## src/rtl/down_timer.sv

```systemverilog
// down_timer: loadable enable-gated down-counter with expiry pulse, auto-reload and expiry count
module down_timer #(
    parameter int WIDTH = 8
) (
    input  logic             clk,
    input  logic             reset,
    input  logic             load,
    input  logic [WIDTH-1:0] load_value,
    input  logic             enable,
    input  logic             auto_reload,
    output logic [WIDTH-1:0] out,
    output logic             busy,
    output logic             zero,
    output logic             done,
    output logic [WIDTH-1:0] periods
);
    typedef enum logic {IDLE, RUN} state_t;
    state_t           r_state, w_state_nxt;
    logic [WIDTH-1:0] r_out, r_reload, r_periods;
    logic [WIDTH-1:0] w_out_nxt, w_reload_nxt, w_periods_nxt;
    logic             r_done, w_done_nxt;
    logic             w_expire;
    assign w_expire = (r_state == RUN) && enable && (r_out == WIDTH'(1));
    // next state and datapath: load beats expiry, expiry reloads or stops, otherwise decrement
    always_comb begin
        w_state_nxt   = r_state;
        w_out_nxt     = r_out;
        w_reload_nxt  = r_reload;
        w_periods_nxt = r_periods;
        w_done_nxt    = 1'b0;
        if (load) begin
            w_out_nxt    = load_value;
            w_reload_nxt = load_value;
            w_state_nxt  = (load_value != '0) ? RUN : IDLE;
        end else if (w_expire) begin
            w_done_nxt    = 1'b1;
            w_periods_nxt = r_periods + WIDTH'(1);
            w_out_nxt     = auto_reload ? r_reload : '0;
            w_state_nxt   = auto_reload ? RUN : IDLE;
        end else if (r_state == RUN && enable && r_out != '0) begin
            w_out_nxt = r_out - WIDTH'(1);
        end
    end
    // state and output registers with synchronous reset
    always_ff @(posedge clk) begin
        if (reset) begin
            r_state   <= IDLE;
            r_out     <= '0;
            r_reload  <= '0;
            r_periods <= '0;
            r_done    <= 1'b0;
        end else begin
            r_state   <= w_state_nxt;
            r_out     <= w_out_nxt;
            r_reload  <= w_reload_nxt;
            r_periods <= w_periods_nxt;
            r_done    <= w_done_nxt;
        end
    end
    assign out     = r_out;
    assign busy    = (r_state == RUN);
    assign zero    = (r_out == '0);
    assign done    = r_done;
    assign periods = r_periods;
endmodule

```

## config.mk

```make
export PLATFORM = sky130hd
export DESIGN_NAME = down_timer
export DESIGN_NICKNAME = d
export VERILOG_FILES = /design/src/rtl/down_timer.sv
export SDC_FILE = /design/constraint.sdc
export NUM_CORES = 1
export LEC_CHECK = 0
export ABC_AREA = 0
export BUFFER_PORTS_ARGS = -buffer_cell sky130_fd_sc_hd__buf_2
export CORE_UTILIZATION = 33
export CTS_BUF_LIST = sky130_fd_sc_hd__clkbuf_8
export CTS_CLUSTER_DIAMETER = 100
export DETAILED_ROUTE_END_ITERATION = 6
export GPL_TIMING_DRIVEN = 1
export PLACE_DENSITY_LB_ADDON = 0.25
export SLEW_MARGIN = 20
export SYNTH_ARGS = -nofsm -noshare
export SYNTH_HDL_FRONTEND = slang
export SYNTH_SLANG_ARGS = --single-unit
```

## constraint.sdc

```tcl
create_clock -name clk -period 5.6 [get_ports clk]
set_input_delay 1.12 -clock clk [delete_from_list [all_inputs] [get_ports clk]]
set_output_delay 1.12 -clock clk [all_outputs]
set_load 0.005 [all_outputs]
```

==> results of run 1 <==
==> metrics by stage <==
stage                     total power [µW]  setup slack (ns)  std cells  cell area [µm²]  utilization
after floorplan                      262.9             3.154        177             1458            -
after global placement               291.4             3.043        250             1648       0.4004
after detailed placement             290.9             3.020        250             1648       0.4004
after CTS                            412.9             3.023        254             1703       0.4138
after global routing                 433.5             2.903        254             1703       0.4138
final                                407.9             3.035        254             1703       0.4138
==> per-layer routing <==
layer / up-vias / routed length, µm
li1: 716 / -
met5: - / 0
met1: 615 / 1931
met3: 4 / 140
met4: 0 / 30
met2: 24 / 1602
==> worst register-to-register path, delay by kind of cell, from the launching register on <==
family / cells / cell delay, ns
AO/OA/AOI/OAI: 1 / 0.11
flip-flops: 1 / 0.38
multiplexers: 1 / 0.40
AND/OR/NAND/NOR: 2 / 1.31
==> kinds of logic (layout without fill, tap and decap cells) <==
logic type | count (synthesis) | count (layout) | synth area share
buffers and inverters | 15 | 42 | 0.03948
and+or+nand+nor | 81 | 81 | 0.3099
DFF | 26 | 26 | 0.3571
adders and majority gates | 4 | 4 | 0.03434
muxes | 6 | 6 | 0.04206
AOI/OAI and AO/OA | 39 | 39 | 0.1811
xor gates and xnor gates | 6 | 6 | 0.03605
==> power by group through the flow <==
stage / logic (µW) / clock network, µW / registers (µW)
2_1_floorplan: 56.9 / 0 / 206
3_3_place_gp: 83.2 / 0 / 208
3_5_place_dp: 82.6 / 0 / 208
4_1_cts: 83.3 / 126 / 204
5_1_grt: 94.0 / 134 / 206
6_report: 83.3 / 120 / 204
==> layout make-up <==
cell class                      instances  area, µm²
Sequential cell                        26      520.5
Multi-Input combinational cell        136      879.6
Tap cell                               50      62.56
Timing Repair Buffer                   32      162.7
Inverter                                6      22.52
Fill cell                             436       2412
Clock buffer                            4      55.05
==> cell usage in the layout, fill, tap and decap left out, types with 5 or more instances in the layout <==
cell and count:
nor2_1 14, nand2_1 12, nand3_1 5, a21oi_1 11, o21ai_0 7, dfxtp_1 26
mux2i_1 5, nand2b_1 8, nor3_1 8, inv_1 6, or4_1 5, nand4_1 6
nor4_1 6, buf_2 31
==> sequential cells by signal, summed over array words and instances, names as in the netlist <==
| name | count |
|---|---|
| done | 1 |
| periods | 8 |
| busy | 1 |
| out | 8 |
| r_reload | 8 |
==> worst paths after layout <==
check                                 start     endpoint  cells past startpoint
worst max-delay path                 out[2]         zero                      4
worst min register to register  r_reload[7]  r_reload[7]                      2
worst max register to register       out[2]       out[4]                      4
worst min-delay path            r_reload[7]  r_reload[7]                      2
==> impl_metrics.yaml, run 1 <==
status:
  status: "complete, no violations"
setup_path:
  critical_path.top_delay_family: "simple AND/OR/NAND/NOR gates"
  endpoint_kind: "output pin"
  crit_type: "reg -> out"
  critPathLaunchType: "flip-flop"
  slowest_stage: "dfxtp_1"
  max_stage_delay_ns: 0.38
  r2r_slack_ns: 3.33
  worst-path-max-fanout: 13
  crit_chain: "nor4_1 -> buf_4 -> and3_1 -> buf_2"
  crit_buf_inv: 2
  worstPathRequired_ns: 4.48
  cp_data_arrival_time_ns: 1.45
cts:
  cts_setup_buffers: 0
  clock_path_buffers: 2
  cts_sinks: 26
  cts_buffers: 3
  clk_pin_slew_ns: 0.09
  cts_resized: 0
  hold_buffers: 0
  cts-root-buf: "clkbuf_8"
  clk-insertion-delay-late_ns: 0.27
  cts_tree: "done"
  cts_max_level: 1
global_routing:
  grt_busiest_layer: "met1"
  grt_overflow: 0
  grt_pass1_vias: 1243
  grt_max_degree: 35
  antenna_found_initial: 0
  grt_pass1_wl_um: 6085
  met1_usage: 0.2628
  grt_use_total: 0.1754
  met2_usage: 0.2549
  grt_util_met3: 0.02667
synth:
  synth_edf_count: 0
  ys_warn_count: 0
  synth_area_um2: 1458
  synth-async-reset-ratio: 0
  ys_top_cells_by_area: "dfxtp_1, a21oi_1, nor2_1"
  netlist.area_leader.share: 0.3571
  synth_cell_type_count: 44
  synth_nets: 194
  ys_top_cells_by_count: "dfxtp_1, nor2_1, nand2_1"
  synth.most_common_cell: "dfxtp_1"
  yosysSeqAreaShare: 0.3571
  ys_ff_latch: 26
  netlist_instances: 177
  synth.avg_cell_area_um2: 8.235
  yosysTopAreaCell: "dfxtp_1"
  synth_ff_type: "dfxtp_1"
timing:
  clock.fmax_ghz: 0.3898
  worst_clock_skew_ns: 0.003230
  setup_viol: 0
  tns_ns: 0
  rsz0062_at_grt: "no"
  min_period_ns: 2.565
  tightest_slew_ns: 0.6637
  holdWs_ns: 0.4820
  relSlewSlack: 0.5517
  fin_crit_sh: 0.4581
  hold_violations: 0
  slew_violations: 0
run:
  cap_violations: 0
power_and_ir_drop:
  leakagePower_uw: 0.0007074
  p_switching_uw: 117.0
  irDropWorstVdd_v: 0.0001416
  swShare: 0.2869
  seqPwrFrac: 0.500
  internal_power_uw: 290.9
  combPwrFrac: 0.204
  clockPowerShare: 0.295
  power.density_nw_per_um2: 239.5
cells_and_area:
  fin_nets: 222
  diodes: 0
  drive_gt1_frac: 0.2108
  areaGrowthSynthToFinish_pct: 16.82
route:
  wire_per_inst_um: 14.58
  drtIter0Drc: 130
  vias: 1359
  drt_wl_total_um: 3704
  firstDrtPassIters: 4
  drc: 0
  via_per_inst: 5.350
  postRouteAntennaNets: 0
floorplanning:
  dieWidth_um: 68.46
  die-height_um: 68.46
  rows: 23
  io_pins: 32
  dieArea_um2: 4687
  start_util: 0.3542
  core_um2: 4115
place:
  dp_hpwl_um: 2712
  place_congestion: 0.8465
  port_buffers: 31
min_path:
  min_path_type: "reg -> reg"
No activity file was read; power rests on OpenSTA's default activity.
==> inputs of run 2 (changes only) <==
clock period = 2.26 ns   (was 5.6 ns; I/O delays follow)
==> run 2 against run 1 <==
Compared with the run above: count of clock-buffer cells in the layout down 1; combinational power rose to 2.7 times the previous value; via count up 4.6%; non-clock buffer count up 10; cell area up 3.6%; final cell count up 3.5%; sequential share of layout area down 1.1 points; utilization up 1.5 points; critical path type is now reg -> reg; highest routed layer unchanged.
==> impl_metrics.yaml, run 2 (same netlist as run 1, synthesis figures left out) <==
route:
  drtIter0Drc: 134
  drc: 0
  firstDrtPassIters: 4
  vias: 1422
  postRouteAntennaNets: 0
  drt_wl_total_um: 3797
  via_per_inst: 5.407
  wire_per_inst_um: 14.44
cells_and_area:
  mostFrequentLayoutCells: "buf_2, dfxtp_1, nor2_1"
  areaGrowthSynthToFinish_pct: 21.03
  final_common_cell: "buf_2"
  fin_nets: 232
  final_area_um2: 1764
  multiInputGateArea_um2: 879.6
  diodes: 0
  fillCellCount: 457
  drive_gt1_frac: 0.2441
  area.sequential_um2: 520.5
  fin_cells: 263
timing:
  hold_violations: 0
  slew_violations: 0
  tns_ns: 0
  fin_crit_sh: 0.9221
  setup_viol: 0
  rsz0062_at_grt: "no"
  tightest_slew_ns: 0.5628
  min_period_ns: 2.084
  worst_clock_skew_ns: 0.003332
  clock.fmax_ghz: 0.4799
  relSlewSlack: 0.6198
  fin_ws_ns: 0.1761
  holdWs_ns: 0.4320
power_and_ir_drop:
  swShare: 0.2959
  clockPowerShare: 0.269
  internal_power_uw: 695.5
  power.density_nw_per_um2: 559.9
  leakagePower_uw: 0.0007508
  combPwrFrac: 0.225
  irDropWorstVdd_v: 0.0002387
  p_switching_uw: 292.3
  seqPwrFrac: 0.506
cts:
  clock_path_buffers: 2
  cts-root-buf: "clkbuf_8"
  cts_sinks: 26
  cts_setup_buffers: 0
  clk-insertion-delay-late_ns: 0.27
  cts_resized: 0
  cts_buffers: 3
  cts_tree: "done"
  cts_max_level: 1
  hold_buffers: 0
  clk_pin_slew_ns: 0.09
floorplanning:
  io_pins: 32
  die-height_um: 68.46
  core_um2: 4115
  dieArea_um2: 4687
  start_util: 0.3542
  dieWidth_um: 68.46
  rows: 23
min_path:
  min_path_type: "in -> reg"
setup_path:
  worstPathRequired_ns: 2.47
  cp_data_arrival_time_ns: 2.29
  worst-path-max-fanout: 8
  critPathLaunchType: "flip-flop"
  endpoint_kind: "flip-flop"
  crit_type: "reg -> reg"
global_routing:
  grt_overflow: 0
  antenna_found_initial: 0
  grt_busiest_layer: "met1"
  grt_pass1_vias: 1244
  grt_pass1_wl_um: 6258
  grt_use_total: 0.1814
  grt_max_degree: 30
  met1_usage: 0.2776
  met2_usage: 0.2598
  grt_util_met3: 0.02500
place:
  preCtsSetupSlack_ns: 0.2233
  dp_hpwl_um: 2806
  placed_cells: 260
  port_buffers: 31
  place_congestion: 0.8344
  post_dp_cell_area_um2: 1723
status:
  status: "complete, no violations"
run:
  cap_violations: 0
run 2: cell count changes in the layout (fill, tap and decap cells not counted):
cell      before  now
clkbuf_8       4    3
buf_4          1   11
run 2: final timing paths:
kind,from,slack [ns],end,cells after the start
worst max-delay path,out[3],0.18,out[5],4
worst min-delay path,load_value[6],0.43,r_reload[6],3
worst max register to register,out[3],0.18,out[5],4
worst min register to register,r_reload[2],0.48,r_reload[2],2
run 2: final cells by class:
type                            count  area share
Multi-Input combinational cell    136      0.4986
Sequential cell                    26      0.2950
Timing Repair Buffer               42      0.1348
Tap cell                           50     0.03546
Clock buffer                        3     0.02340
Inverter                            6     0.01277
run 2: power groups by stage:
stage,clock network [µW],registers (µW),logic (µW)
after floorplan,0,510,141
after global placement,0,510,223
after detailed placement,0,511,221
after CTS,275,500,222
after global routing,287,504,250
final,266,500,222
run 2: critical path, cell delays in order, from the launching register on:
cell	delay [ns]
dfxtp_1	0.38
or4_1	0.67
or4_1	0.57
a32o_2	0.28
a21oi_2	0.11
run 2: through the flow:
stage,total power [µW],util
floorplan,651.5,-
global placement,732.4,0.4187
detailed placement,731.5,0.4187
CTS,996.6,0.4287
global route,1040,0.4287
finish,987.8,0.4287
run 2: per-layer routing:
metal / routed length [µm] / vias up
met5: 0 / -
met4: 39 / 0
met3: 135 / 4
met2: 1669 / 30
met1: 1953 / 655
li1: - / 733
